<file path="config.mk">
export PLATFORM = sky130hd
export DESIGN_NAME = wb_arbiter
export DESIGN_NICKNAME = d
export VERILOG_FILES = /design/src/rtl/wb_arbiter.sv
export SDC_FILE = /design/constraint.sdc
export NUM_CORES = 1
export LEC_CHECK = 0
export ABC_AREA = 0
export CORE_ASPECT_RATIO = 0.6
export CORE_MARGIN = 5
export CORE_UTILIZATION = 30
export DETAILED_ROUTE_END_ITERATION = 8
export GPL_ROUTABILITY_DRIVEN = 0
export PLACE_DENSITY = 0.62
export SLEW_MARGIN = 20
export SYNTH_ARGS = -nofsm -noshare
export SYNTH_HDL_FRONTEND = slang
export SYNTH_SLANG_ARGS = --single-unit
</file>
<file path="constraint.sdc">
create_clock -name clk -period 8.1 [get_ports clk]
set_clock_uncertainty 0.2 [all_clocks]
set_input_delay 1.62 -clock clk [delete_from_list [all_inputs] [get_ports clk]]
set_output_delay 1.62 -clock clk [all_outputs]
set_load 0.02 [all_outputs]
</file>
<file path="src/rtl/wb_arbiter.sv">
// wb_arbiter: round-robin merge of ALU and load writebacks into an in-order register-file write queue.
//   clk, n_rst (async, active-low)
//   alu_valid/alu_addr/alu_data -> alu_ready : ALU writeback request
//   mem_valid/mem_addr/mem_data -> mem_ready : load writeback request
//   wb_stall                                 : suppress the register-file write this cycle
//   rf_we/rf_wa/rf_wd                        : register-file write port (queue head)
//   ra1/ra2 -> hz1/hz2                       : pending-write hazard flags for operand reads
//   count                                    : occupied queue entries
module wb_arbiter #(
  parameter int DEPTH = 4
) (
  input  logic                     clk,
  input  logic                     n_rst,
  input  logic                     alu_valid,
  input  logic [2:0]               alu_addr,
  input  logic [31:0]              alu_data,
  output logic                     alu_ready,
  input  logic                     mem_valid,
  input  logic [2:0]               mem_addr,
  input  logic [31:0]              mem_data,
  output logic                     mem_ready,
  input  logic                     wb_stall,
  output logic                     rf_we,
  output logic [2:0]               rf_wa,
  output logic [31:0]              rf_wd,
  input  logic [2:0]               ra1,
  input  logic [2:0]               ra2,
  output logic                     hz1,
  output logic                     hz2,
  output logic [$clog2(DEPTH):0]   count
);
  localparam int AW = $clog2(DEPTH);
  logic [2:0]    addr_q [DEPTH];
  logic [31:0]   data_q [DEPTH];
  logic [AW-1:0] head_q, head_d, tail_q, tail_d;
  logic [AW:0]   count_q, count_d;
  logic          rr_q, rr_d;
  logic          full, empty, alu_acc, mem_acc, enq;
  logic [2:0]    enq_addr;
  logic [31:0]   enq_data;
  logic [DEPTH-1:0] m1, m2;
  // Ready is forced low during reset; the cleared count already silences the write port and hazards.
  always_comb begin
    full      = count_q == (AW+1)'(DEPTH);
    empty     = count_q == '0;
    alu_ready = n_rst && !full && (!mem_valid || !rr_q);
    mem_ready = n_rst && !full && (!alu_valid || rr_q);
    alu_acc   = alu_valid && alu_ready;
    mem_acc   = mem_valid && mem_ready;
    enq       = alu_acc || mem_acc;
    enq_addr  = alu_acc ? alu_addr : mem_addr;
    enq_data  = alu_acc ? alu_data : mem_data;
    rf_we     = !empty && !wb_stall;
    rf_wa     = empty ? '0 : addr_q[head_q];
    rf_wd     = empty ? '0 : data_q[head_q];
    head_d    = head_q + AW'(rf_we);
    tail_d    = tail_q + AW'(enq);
    count_d   = count_q + (AW+1)'(enq) - (AW+1)'(rf_we);
    rr_d      = alu_acc ? 1'b1 : mem_acc ? 1'b0 : rr_q;
    count     = count_q;
    hz1       = |m1;
    hz2       = |m2;
  end
  // An entry is occupied when its distance from the head (mod DEPTH) is below count.
  for (genvar i = 0; i < DEPTH; i++) begin : g_occ
    logic [AW-1:0] off;
    logic          occ;
    assign off   = AW'(i) - head_q;
    assign occ   = {1'b0, off} < count_q;
    assign m1[i] = occ && addr_q[i] == ra1;
    assign m2[i] = occ && addr_q[i] == ra2;
  end
  always_ff @(posedge clk or negedge n_rst) begin
    if (!n_rst) begin
      head_q  <= '0;
      tail_q  <= '0;
      count_q <= '0;
      rr_q    <= 1'b0;
    end else begin
      head_q  <= head_d;
      tail_q  <= tail_d;
      count_q <= count_d;
      rr_q    <= rr_d;
    end
  end
  always_ff @(posedge clk) begin
    if (enq) begin
      addr_q[tail_q] <= enq_addr;
      data_q[tail_q] <= enq_data;
    end
  end
endmodule

</file>
# Yosys cells after proc, flatten, opt, wreduce, memory -nomap -nowiden
# Memory sizes are Yosys's and may differ from the RTL's.
# Index checks and enable logic that the tools add are counted.
# word_totals
regBits	8
mem_bits_rw	140
output_inout_bits	43
word_cells	62
n_memories	2
# mem_list
memory	depth	width	read_ports	rd_clocked_by_memory_dff	write_ports	line	text
data_q	4	32	1	0	1	34	logic [31:0] data_q [DEPTH];
addr_q	4	3	5	0	1	33	logic [2:0] addr_q [DEPTH];
# op_classes
addsub	8
magnitude_cmp	4
eq_ne	9
muxes	8
n_reduce_logical	27
# op_table
op	n
two-way mux 32 bit	2
== test 3 bit	8
logical AND 1 bit	14
less-than comparator 2 x 3 -> 1 bit	4
OR reduction 4 bit	2
zero test 1 bit	6
two-way mux 3 bit	2
adder 2 x 1 -> 2 bit	2
two-way mux 1 bit	4
subtractor 1 x 2 -> 2 bit, first input constant	2
subtractor 2 bit, first input constant	2
adder 3 x 1 -> 3 bit	1
== test 3 bit, second input constant	1
zero test 3 bit	1
logical OR 1 bit	3
subtractor 3 x 1 -> 3 bit	1
nonzero test 2 bit	1

# Logic depth before layout (Yosys ltp)
# Gate-level depths: netlist (run 1).
# logic_depth
word_depth	8
mapped_depth	11
ltp_nobuf	11

# Worst setup path before layout (run 1)
# No wires, ideal clock.
# synth_path
path_type	input -> register
from	input n_rst
to	memory addr_q[1][0], enable pin
setup_ns	0.478
t_arrival_ns	4.576
required_time_ns	7.422
slack_ns	2.846
path_stages	3
n_path_buf	0
cell_sequence	and2_1 o21ai_1 nor3b_1
# synth_between
elab_chain_cells	6
# synth_rtl
element	line	text
start: declaration	13	input logic n_rst,
logical AND 1 bit (*)	46, 47	
logical AND 1 bit, on equally long branches	46, 47	
logical AND 1 bit, on equally long branches	48, 49	
logical OR 1 bit (*)	50	enq = alu_acc || mem_acc;
two-way mux 1 bit (*)	87	if (enq) begin
two-way mux 1 bit (not written as such) (*)	88	addr_q[tail_q] <= enq_addr;
end: declaration	33	
# Mark *: on every way between the ends. The rest lies on a longest branch, timed or not.

# Worst setup path in the final report (run 1)
# layout_path
from	input ra1[1]
to	output hz1
# layout_between
elab_chain_cells	3
# layout_rtl
element	line	text
start: declaration	26	input logic [2:0] ra1,
== test 3 bit	70	assign m1[i] = occ && addr_q[i] == ra1;
logical AND 1 bit	70	
OR reduction 4 bit (*)	61	hz1 = |m1;
end: declaration	28	output logic hz1,
# Marks and branches as above.

==> impl_metrics.env, run 1 <==
export IMPL_outcome="completed"
export IMPL_numPortBuffers=123
export IMPL_drcViolationCount=0
export IMPL_global_route_wire_length_before_repair_mm=22.9
export IMPL_postSynth_asyncResetShare_pct=5.41
export IMPL_worst_slack_ns=2.71
export IMPL_crit_arrival_ns=3.57
export IMPL_hpwl_detailed_mm=9.43
export IMPL_timing_final_setup_violations=0
export IMPL_synth_edff_count=140
export IMPL_nNetsFinal=572
export IMPL_cts_sinks=148
export IMPL_postSynthNetCount=439
export IMPL_drt_iter0_markers=178
export IMPL_root_buffer="sky130_fd_sc_hd__clkbuf_16"
export IMPL_placedCellCount=742
export IMPL_maxClockFrequency_mhz=186
export IMPL_routedWlPerCell_um=18.9
export IMPL_core_box_area_mm2=0.0213
export IMPL_setup_tns_ns=0
export IMPL_yosys_cell_types_count=35
export IMPL_critical_path_most_common_cell="sky130_fd_sc_hd__clkdlybuf4s50_1"
export IMPL_post_cts_setup_buffer_count=0
export IMPL_drt_pass_1_iters=4
export IMPL_report_final_hold_viol_count=0
export IMPL_grt_overflow=0
export IMPL_antenna_violations_before_repair=0
export IMPL_max_slew_margin_rel_pct=29.7
export IMPL_critPathLaunchType="input pin"
export IMPL_power_leakage_uw=0.00295
export IMPL_floorplan_die_height_um=125
export IMPL_rsz0062_at_grt="no"
export IMPL_max_cap_viol_count=0
export IMPL_synth_yosys_warnings=0
export IMPL_finalWirelength_mm=14.6
export IMPL_period_share_pct=66.5
export IMPL_htree_num_levels=4
export IMPL_place_worst_setup_slack_ns=2.76
export IMPL_most_common_layout_cells="sky130_fd_sc_hd__edfxtp_1, sky130_fd_sc_hd__clkdlybuf4s50_1, sky130_fd_sc_hd__mux4_2, sky130_fd_sc_hd__mux2_2"
export IMPL_worst_endpoint_required_ns=6.28
export IMPL_cp_end_kind="primary output"
export IMPL_critical_path_cell_chain="clkdlybuf4s50_1, xor2_1, o41ai_1, a211o_1, clkdlybuf4s50_1"
export IMPL_global_routing_usage_summed_across_all_routing_layers_pct=11.9
export IMPL_crit_slowest_cell="sky130_fd_sc_hd__clkdlybuf4s50_1"
export IMPL_timing_max_transition_violations_final=0
export IMPL_pwr_density_cell_mw_per_mm2=365
export IMPL_final_min_clock_period_ns=5.39
export IMPL_tightest_slew_ns=1.05
export IMPL_yosys_register_bits=148
export IMPL_max_vdd_ir_drop_uv=153
export IMPL_final_instance_count_excl_fill=773
export IMPL_synth_sequential_area_ratio_pct=67.0
export IMPL_holdBufCountCts=0
export IMPL_postCtsResizedCells=0
export IMPL_placement_row_count=41
export IMPL_tritoncts="done"
export IMPL_ioPinCount=124
export IMPL_mappedNetlistArea_mm2=0.00657
export IMPL_die_area_mm2=0.0251
export IMPL_timing_hold_ws_ns=0.378
export IMPL_ant_nets=0
export IMPL_start_util_pct=30.9
export IMPL_vias_per_cell=4.61
export IMPL_post_synthesis_mean_instance_area_um2=18.8
export IMPL_clk_insertion_delay_late_ns=0.41
export IMPL_critPathMaxFanout=4
export IMPL_grt_pass1_vias=4090
export IMPL_dr_total_vias=3561
export IMPL_syn_inst=349
export IMPL_grt_max_degree=40
export IMPL_slowest_delay_ns=0.61
export IMPL_layout_core_utilization_pct=41.0
export IMPL_fillcell_total=1904
export IMPL_timing_worst_setup_path_type="in -> out"
export IMPL_worstHoldPathType="reg -> reg"
export IMPL_areaGrowthSynthToFinish_pct=32.8
export IMPL_numCtsBuffers=17
export IMPL_synthFlopType="sky130_fd_sc_hd__edfxtp_1"
export IMPL_die_width_um=201
export IMPL_clk_pin_slew_ns=0.06
export IMPL_final_common_cell="sky130_fd_sc_hd__edfxtp_1"
export IMPL_final_layout_size_suffix_gt1_share_pct=25.6
export IMPL_clock_tree_buffer_depth=2
[area by class of cell]
cell class | count | area, µm² | area share [%]
antenna | 1 | 2.50 | 0.0287
clock buffer | 17 | 425 | 4.88
clock inverter | 13 | 176 | 2.02
inverter | 8 | 30.0 | 0.344
multi-input combinational | 179 | 2060 | 23.7
sequential | 148 | 4410 | 50.5
tap | 279 | 349 | 4.00
timing repair buffer | 128 | 1270 | 14.5
[power by group]
part	internal [µW]	total, µW	switching, µW
Sequential	1000	1110	102
Combinational	649	1280	633
Clock	486	791	305
[metrics by stage]
step	area, µm²	total power (µW)
finish	8720	3180
global route	8720	3360
floorplan	6570	1880
detailed placement	8120	2430
CTS	8720	3230
global placement	8120	2390
[cells by family (layout without fill, tap and decap cells)]
group / count (synthesis) / count (layout) / synth area share (%)
other: 0 / 1 / 0
XOR/XNOR: 29 / 29 / 3.87
adder cells (fa/ha/maj): 9 / 9 / 1.83
AO/OA/AOI/OAI: 12 / 12 / 1.14
flip-flops: 148 / 148 / 67.0
buffers and inverters: 22 / 166 / 1.85
AND/OR/NAND/NOR: 59 / 59 / 6.27
multiplexers: 70 / 70 / 18.0
[synth_stat cells (all sizes together), types with 2 or more instances]
library cell,instances,area (µm²)
xor2,17,149
nor3,3,15.0
clkbuf,4,15.0
inv,8,30.0
mux2,35,394
nor3b,2,15.0
edfxtp,140,4200
o21ai,2,10.0
o21bai,2,15.0
and2b,27,221
dfrtp,8,200
xnor2,12,105
a21oi,5,25.0
nor2b,8,50.1
buf,10,76.3
nor2,4,15.0
nand4,3,18.8
nand2,4,15.0
ha,8,100
mux4,35,788
nor4,3,18.8
[registers in the layout, indices dropped and copies added, names as in the netlist]
register	flops
addr_q	12
count	3
data_q	128
head_q	2
rr_q	1
tail_q	2
[per-layer routing]
layer	global-route usage, %	wire (µm)	vias to the layer above
met3	4.03	819	8
met1	16.1	6920	1809
met2	18.9	6820	111
met4	2.35	68	0
met5	0	0	-
li1	-	-	1633
[path summary, 6_finish.rpt]
kind	startpoint	endpoint	slack, ns	depth (start not counted)
hold / removal	tail_q[1]	tail_q[1]	0.38	1
min in group asynchronous	n_rst	rr_q	1.31	1
max in group asynchronous	n_rst	head_q[1]	6.07	1
setup / recovery	ra1[1]	hz1	2.71	5
setup reg to reg	count[2]	count[2]	4.74	10
hold reg to reg	tail_q[1]	tail_q[1]	0.38	1
[critical path, delay by kind of cell]
family | cells | cell delay (ns)
xor+xnor | 1 | 0.20
compound gates | 2 | 0.62
buf+inv | 2 | 1.13
(Power assumes the default switching activity.)
==> inputs of run 2 (changes only) <==
--- a/config.mk
+++ b/config.mk
@@ -11,7 +11,7 @@
 export CORE_UTILIZATION = 30
 export DETAILED_ROUTE_END_ITERATION = 8
 export GPL_ROUTABILITY_DRIVEN = 0
-export PLACE_DENSITY = 0.62
+export PLACE_DENSITY = 0.64
 export SLEW_MARGIN = 20
 export SYNTH_ARGS = -nofsm -noshare
 export SYNTH_HDL_FRONTEND = slang
==> constraint.sdc (replaced) <==
create_clock -name clk -period 4.86 [get_ports clk]
set_clock_uncertainty 0.2 [all_clocks]
set_input_delay 0.972 -clock clk [delete_from_list [all_inputs] [get_ports clk]]
set_output_delay 0.972 -clock clk [all_outputs]
set_load 0.02 [all_outputs]
==> run 2 against run 1 <==
Effect of this change: critical endpoint unchanged; largest cell class unchanged; non-clock buffer count up 4; wire length down 1.6%; highest routed layer unchanged; clock power up 73%; worst setup slack worse by 1.9 ns; largest power group unchanged; final area up 0.77%; register-to-register slack worse by 2.6 ns; flip-flop and latch count unchanged; combinational power up 71%.
==> impl_metrics.env, run 2 (same netlist as run 1, synthesis figures left out) <==
export IMPL_worstRegToRegCells=11
export IMPL_global_route_wire_length_before_repair_mm=22.5
export IMPL_worstHoldPathType="reg -> reg"
export IMPL_setup_tns_ns=0
export IMPL_maxClockFrequency_mhz=249
export IMPL_ff_latch_area_mm2=0.00441
export IMPL_largest_register="data_q"
export IMPL_layout_core_utilization_pct=41.3
export IMPL_routedWlPerCell_um=18.5
export IMPL_rsz0062_at_grt="no"
export IMPL_ioPinCount=124
export IMPL_clk_pin_slew_ns=0.06
export IMPL_postCtsResizedCells=0
export IMPL_holdBufCountCts=0
export IMPL_ant_nets=0
export IMPL_drt_pass_1_iters=4
export IMPL_place_worst_setup_slack_ns=0.915
export IMPL_cp_end_kind="primary output"
export IMPL_worst_endpoint_required_ns=3.69
export IMPL_crit_arrival_ns=2.84
export IMPL_placement_row_count=41
export IMPL_max_slew_margin_rel_pct=59.7
export IMPL_global_routing_usage_summed_across_all_routing_layers_pct=11.6
export IMPL_die_area_mm2=0.0251
export IMPL_most_common_layout_cells="sky130_fd_sc_hd__edfxtp_1, sky130_fd_sc_hd__clkdlybuf4s50_1, sky130_fd_sc_hd__mux4_2, sky130_fd_sc_hd__mux2_2"
export IMPL_regToRegStartpoint="count[0]"
export IMPL_met3_usage_pct=3.59
export IMPL_hold_start="tail_q[1]"
export IMPL_dr_total_vias=3621
export IMPL_multiInputGateArea_mm2=0.00206
export IMPL_num_antenna_cells=0
export IMPL_floorplan_die_height_um=125
export IMPL_clock_tree_buffer_depth=2
export IMPL_drt_iter0_markers=162
export IMPL_post_cts_setup_buffer_count=0
export IMPL_root_buffer="sky130_fd_sc_hd__clkbuf_16"
export IMPL_clk_insertion_delay_late_ns=0.40
export IMPL_r2r_end="count[2]"
export IMPL_core_box_area_mm2=0.0213
export IMPL_numCtsBuffers=17
export IMPL_antenna_violations_before_repair=0
export IMPL_hold_path_end="tail_q[1]"
export IMPL_die_width_um=201
export IMPL_htree_num_levels=4
export IMPL_worst_slack_ns=0.852
export IMPL_tritoncts="done"
export IMPL_report_final_hold_viol_count=0
export IMPL_hpwl_detailed_mm=9.34
export IMPL_drcViolationCount=0
export IMPL_timing_final_setup_violations=0
export IMPL_tightest_slew_ns=0.604
export IMPL_worst_r2r_setup_slack_ns=2.12
export IMPL_design_power_total_uw=5360
export IMPL_grt_max_degree=37
export IMPL_power_leakage_uw=0.00299
export IMPL_groute_layer_met2_usage_pct=18.7
export IMPL_areaGrowthSynthToFinish_pct=33.8
export IMPL_critPathMaxFanout=15
export IMPL_vias_per_cell=4.65
export IMPL_max_vdd_ir_drop_uv=249
export IMPL_period_share_pct=82.5
export IMPL_final_layout_size_suffix_gt1_share_pct=26.1
export IMPL_final_common_cell="sky130_fd_sc_hd__edfxtp_1"
export IMPL_grt_met1_usage_pct=15.7
export IMPL_outcome="completed"
export IMPL_cts_sinks=148
export IMPL_pwr_density_cell_mw_per_mm2=610
export IMPL_finalWirelength_mm=14.4
export IMPL_global_route_peak_usage_layer="met2"
export IMPL_grt_pass1_vias=3980
export IMPL_critPathLaunchType="flip-flop"
export IMPL_final_min_clock_period_ns=4.01
export IMPL_max_cap_viol_count=0
export IMPL_critical_path_startpoint="head_q[1]"
export IMPL_timing_max_transition_violations_final=0
export IMPL_largest_register_ffs=128
export IMPL_grt_overflow=0
export IMPL_start_util_pct=30.9
export IMPL_numPortBuffers=123
export IMPL_hold_depth=1
export IMPL_timing_worst_setup_path_type="reg -> out"
export IMPL_fillcell_total=1923
export IMPL_nNetsFinal=576
## run 2: cell type report
| cell class | count | share of cell area, % |
|---|---|---|
| repair buffers | 132 | 14.9 |
| flip-flops and latches | 148 | 50.1 |
| clock inverters | 13 | 2.23 |
| clock buffers | 19 | 4.92 |
| well taps | 279 | 3.97 |
| multi-input cells | 179 | 23.5 |
| inverters | 8 | 0.342 |
## run 2: critical path, cell delays in order, from the launching register on
cell,delay (ns)
sky130_fd_sc_hd__dfrtp_2,0.61
sky130_fd_sc_hd__inv_1,0.09
sky130_fd_sc_hd__ha_1,0.30
sky130_fd_sc_hd__a21boi_0,0.13
sky130_fd_sc_hd__o21bai_1,0.31
sky130_fd_sc_hd__nand4_1,0.16
sky130_fd_sc_hd__o41ai_1,0.09
sky130_fd_sc_hd__a211o_1,0.15
sky130_fd_sc_hd__clkdlybuf4s50_1,0.60
## run 2: metal layers
| metal | share of wire, % | vias up |
|---|---|---|
| met5 | 0 | - |
| met4 | 0.56 | 0 |
| met2 | 46 | 109 |
| li1 | - | 1644 |
| met3 | 5.6 | 9 |
| met1 | 48 | 1859 |
## run 2: where the power goes
group          internal, µW  switching (µW)  leakage, µW  total (µW)
clock                   869             502     0.000299        1370
sequential             1670             124      0.00137        1800
combinational          1100            1100      0.00132        2190
total                  3640            1720      0.00299        5360
## run 2: how the worst max path moves through the flow
stage	end	slack (ns)	depth (start not counted)
floorplan	addr_q[1][0]	0.25	3
global placement	hz1	0.95	5
detailed placement	hz1	0.92	5
CTS	hz1	0.84	7
global route	hz1	0.61	8
finish	hz1	0.85	8
## run 2: through the flow
stage | cell area (µm²) | hold WS [ns] | instances
6_report | 8790 | 0.367 | 778
5_1_grt | 8790 | 0.400 | 778
4_1_cts | 8790 | 0.367 | 778
3_5_place_dp | 8160 | 0.355 | 746
3_3_place_gp | 8160 | 0.331 | 746
2_1_floorplan | 6570 | 0.288 | 349
==> inputs of run 3 (changes only) <==
--- a/config.mk
+++ b/config.mk
@@ -11,7 +11,7 @@
 export CORE_UTILIZATION = 30
 export DETAILED_ROUTE_END_ITERATION = 8
 export GPL_ROUTABILITY_DRIVEN = 0
-export PLACE_DENSITY = 0.64
+export PLACE_DENSITY = 0.62
 export SLEW_MARGIN = 20
 export SYNTH_ARGS = -nofsm -noshare
 export SYNTH_HDL_FRONTEND = slang
==> constraint.sdc (replaced) <==
create_clock -name clk -period 4 [get_ports clk]
set_clock_uncertainty 0.2 [all_clocks]
set_input_delay 0.8 -clock clk [delete_from_list [all_inputs] [get_ports clk]]
set_output_delay 0.8 -clock clk [all_outputs]
set_load 0.02 [all_outputs]
==> run 3 against run 2 <==
Effect of this change: utilization rose by 0.25 points; total power rose by 22%; via count rose by 0.36%; clock-buffer cell count fell by 2; first-iteration DRC count rose by 31%; register-to-register slack got worse by 0.80 ns; clock power rose by 20%; critical endpoint is now hz2; largest power group unchanged.
==> impl_metrics.env, run 3 (same netlist as run 1, synthesis figures left out) <==
export IMPL_placement_row_count=41
export IMPL_floorplan_die_height_um=125
export IMPL_timing_final_setup_violations=0
export IMPL_most_common_layout_cells="sky130_fd_sc_hd__edfxtp_1, sky130_fd_sc_hd__clkdlybuf4s50_1, sky130_fd_sc_hd__mux4_2, sky130_fd_sc_hd__mux2_2"
export IMPL_max_cap_viol_count=0
export IMPL_ant_nets=0
export IMPL_antenna_violations_before_repair=0
export IMPL_global_routing_usage_summed_across_all_routing_layers_pct=12.1
export IMPL_placed_area_mm2=0.00822
export IMPL_clockPowerShare_pct=25.1
export IMPL_cell_internal_pwr_uw=4340
export IMPL_timing_max_transition_violations_final=0
export IMPL_die_width_um=201
export IMPL_numPortBuffers=123
export IMPL_global_route_wire_length_before_repair_mm=23.4
export IMPL_placedCellCount=753
export IMPL_hold_depth=2
export IMPL_seq_power_share_pct=34.0
export IMPL_dr_total_vias=3634
export IMPL_critPathLaunchType="flip-flop"
export IMPL_pwr_density_cell_mw_per_mm2=738
export IMPL_finalWirelength_mm=14.8
export IMPL_grt_overflow=0
export IMPL_start_util_pct=30.9
export IMPL_critPathMaxFanout=11
export IMPL_final_min_clock_period_ns=3.82
export IMPL_drcViolationCount=0
export IMPL_hpwl_detailed_mm=9.87
export IMPL_areaGrowthSynthToFinish_pct=34.6
export IMPL_vias_per_cell=4.63
export IMPL_post_cts_setup_buffer_count=0
export IMPL_grt_pass1_vias=4083
export IMPL_rsz0062_at_grt="no"
export IMPL_num_antenna_cells=0
export IMPL_max_vdd_ir_drop_uv=291
export IMPL_drt_iter0_markers=212
export IMPL_routedWlPerCell_um=18.8
export IMPL_timing_hold_ws_ns=0.427
export IMPL_holdBufCountCts=0
export IMPL_largest_register="data_q"
export IMPL_timing_worst_setup_path_type="reg -> out"
export IMPL_clock_tree_buffer_depth=2
export IMPL_final_instance_count_excl_fill=785
export IMPL_largest_register_ffs=128
export IMPL_power_switching_uw=2180
export IMPL_max_slew_margin_rel_pct=59.6
export IMPL_core_box_area_mm2=0.0213
export IMPL_worstRegToRegCells=10
export IMPL_stdcell_area_mm2=0.00884
export IMPL_crit_arrival_ns=2.82
export IMPL_drt_pass_1_iters=5
export IMPL_cts_sinks=148
export IMPL_setup_tns_ns=0
export IMPL_numCtsBuffers=17
export IMPL_period_share_pct=95.4
export IMPL_swShare_pct=33.4
export IMPL_ioPinCount=124
export IMPL_cp_end_kind="primary output"
export IMPL_nNetsFinal=583
export IMPL_root_buffer="sky130_fd_sc_hd__clkbuf_16"
export IMPL_htree_num_levels=4
export IMPL_power_frac_comb_pct=40.9
export IMPL_clk_pin_slew_ns=0.06
export IMPL_outcome="completed"
export IMPL_clk_insertion_delay_late_ns=0.41
export IMPL_worstHoldPathType="reg -> reg"
export IMPL_tritoncts="done"
export IMPL_report_final_hold_viol_count=0
export IMPL_power_leakage_uw=0.00305
export IMPL_tightest_slew_ns=0.605
export IMPL_grt_max_degree=37
export IMPL_die_area_mm2=0.0251
export IMPL_worst_endpoint_required_ns=3.00
export IMPL_maxClockFrequency_mhz=262
export IMPL_final_common_cell="sky130_fd_sc_hd__edfxtp_1"
export IMPL_design_power_total_uw=6520
export IMPL_final_layout_size_suffix_gt1_share_pct=27.9
[run 3: cell types whose count changed in the layout (fill, tap and decap cells not counted), moves of 2 or more]
cell | previous run | this run
sky130_fd_sc_hd__buf_4 | 8 | 16
sky130_fd_sc_hd__bufinv_16 | 4 | 2
sky130_fd_sc_hd__clkbuf_1 | 2 | 0
sky130_fd_sc_hd__inv_8 | 0 | 5
sky130_fd_sc_hd__nor3b_2 | 2 | 0
sky130_fd_sc_hd__nor3b_4 | 0 | 2
[run 3: routing by layer]
layer | GRT usage, % | vias up | wire [µm]
met5 | 0 | - | 0
met4 | 2.43 | 0 | 88
met3 | 4.06 | 11 | 901
met2 | 19.7 | 117 | 6990
met1 | 16.0 | 1848 | 6810
li1 | - | 1658 | -
[run 3: timing repair]
item / in CTS / in global routing
gates resized for setup: 0 / 4
hold endpoints to repair: 0 / 0
setup endpoints to repair: 0 / 2
[run 3: area by class of cell]
class / count / area, µm²
Sequential cell: 148 / 4410
Multi-Input combinational cell: 179 / 2090
Clock inverter: 15 / 185
Tap cell: 279 / 349
Fill cell: 1889 / 12400
Clock buffer: 17 / 425
Inverter: 8 / 30.0
Timing Repair Buffer: 139 / 1350
[run 3: power groups by stage]
stage                     clock, µW  combinational [µW]  sequential [µW]
after floorplan                   0                1640             2170
after global placement            0                2670             2230
after detailed placement          0                2710             2250
after CTS                      1680                2730             2220
after global routing           1760                2880             2260
final                          1640                2670             2220
[run 3: critical path: stages, from the launching register on]
cell,delay (ns)
sky130_fd_sc_hd__dfrtp_4,0.59
sky130_fd_sc_hd__xnor2_2,0.22
sky130_fd_sc_hd__inv_1,0.07
sky130_fd_sc_hd__ha_1,0.27
sky130_fd_sc_hd__a21oi_1,0.13
sky130_fd_sc_hd__nor2_1,0.09
sky130_fd_sc_hd__nor4_1,0.27
sky130_fd_sc_hd__or3_1,0.15
sky130_fd_sc_hd__clkdlybuf4s50_1,0.61
[run 3: worst paths after layout]
check | end | startpoint | slack, ns
max | hz2 | head_q[0] | 0.18
min | rr_q | rr_q | 0.43
max reg2reg | count[2] | count[2] | 1.32
min reg2reg | rr_q | rr_q | 0.43
max in group asynchronous | head_q[0] | n_rst | 2.92
min in group asynchronous | count[1] | n_rst | 0.53
[run 3: per-stage QoR]
| step | util [%] | worst slack, ns |
|---|---|---|
| 2_1_floorplan | - | 0.768 |
| 3_3_place_gp | 38.6 | 0.423 |
| 3_5_place_dp | 38.6 | 0.366 |
| 4_1_cts | 41.5 | 0.0366 |
| 5_1_grt | 41.5 | 0.00712 |
| 6_report | 41.5 | 0.183 |
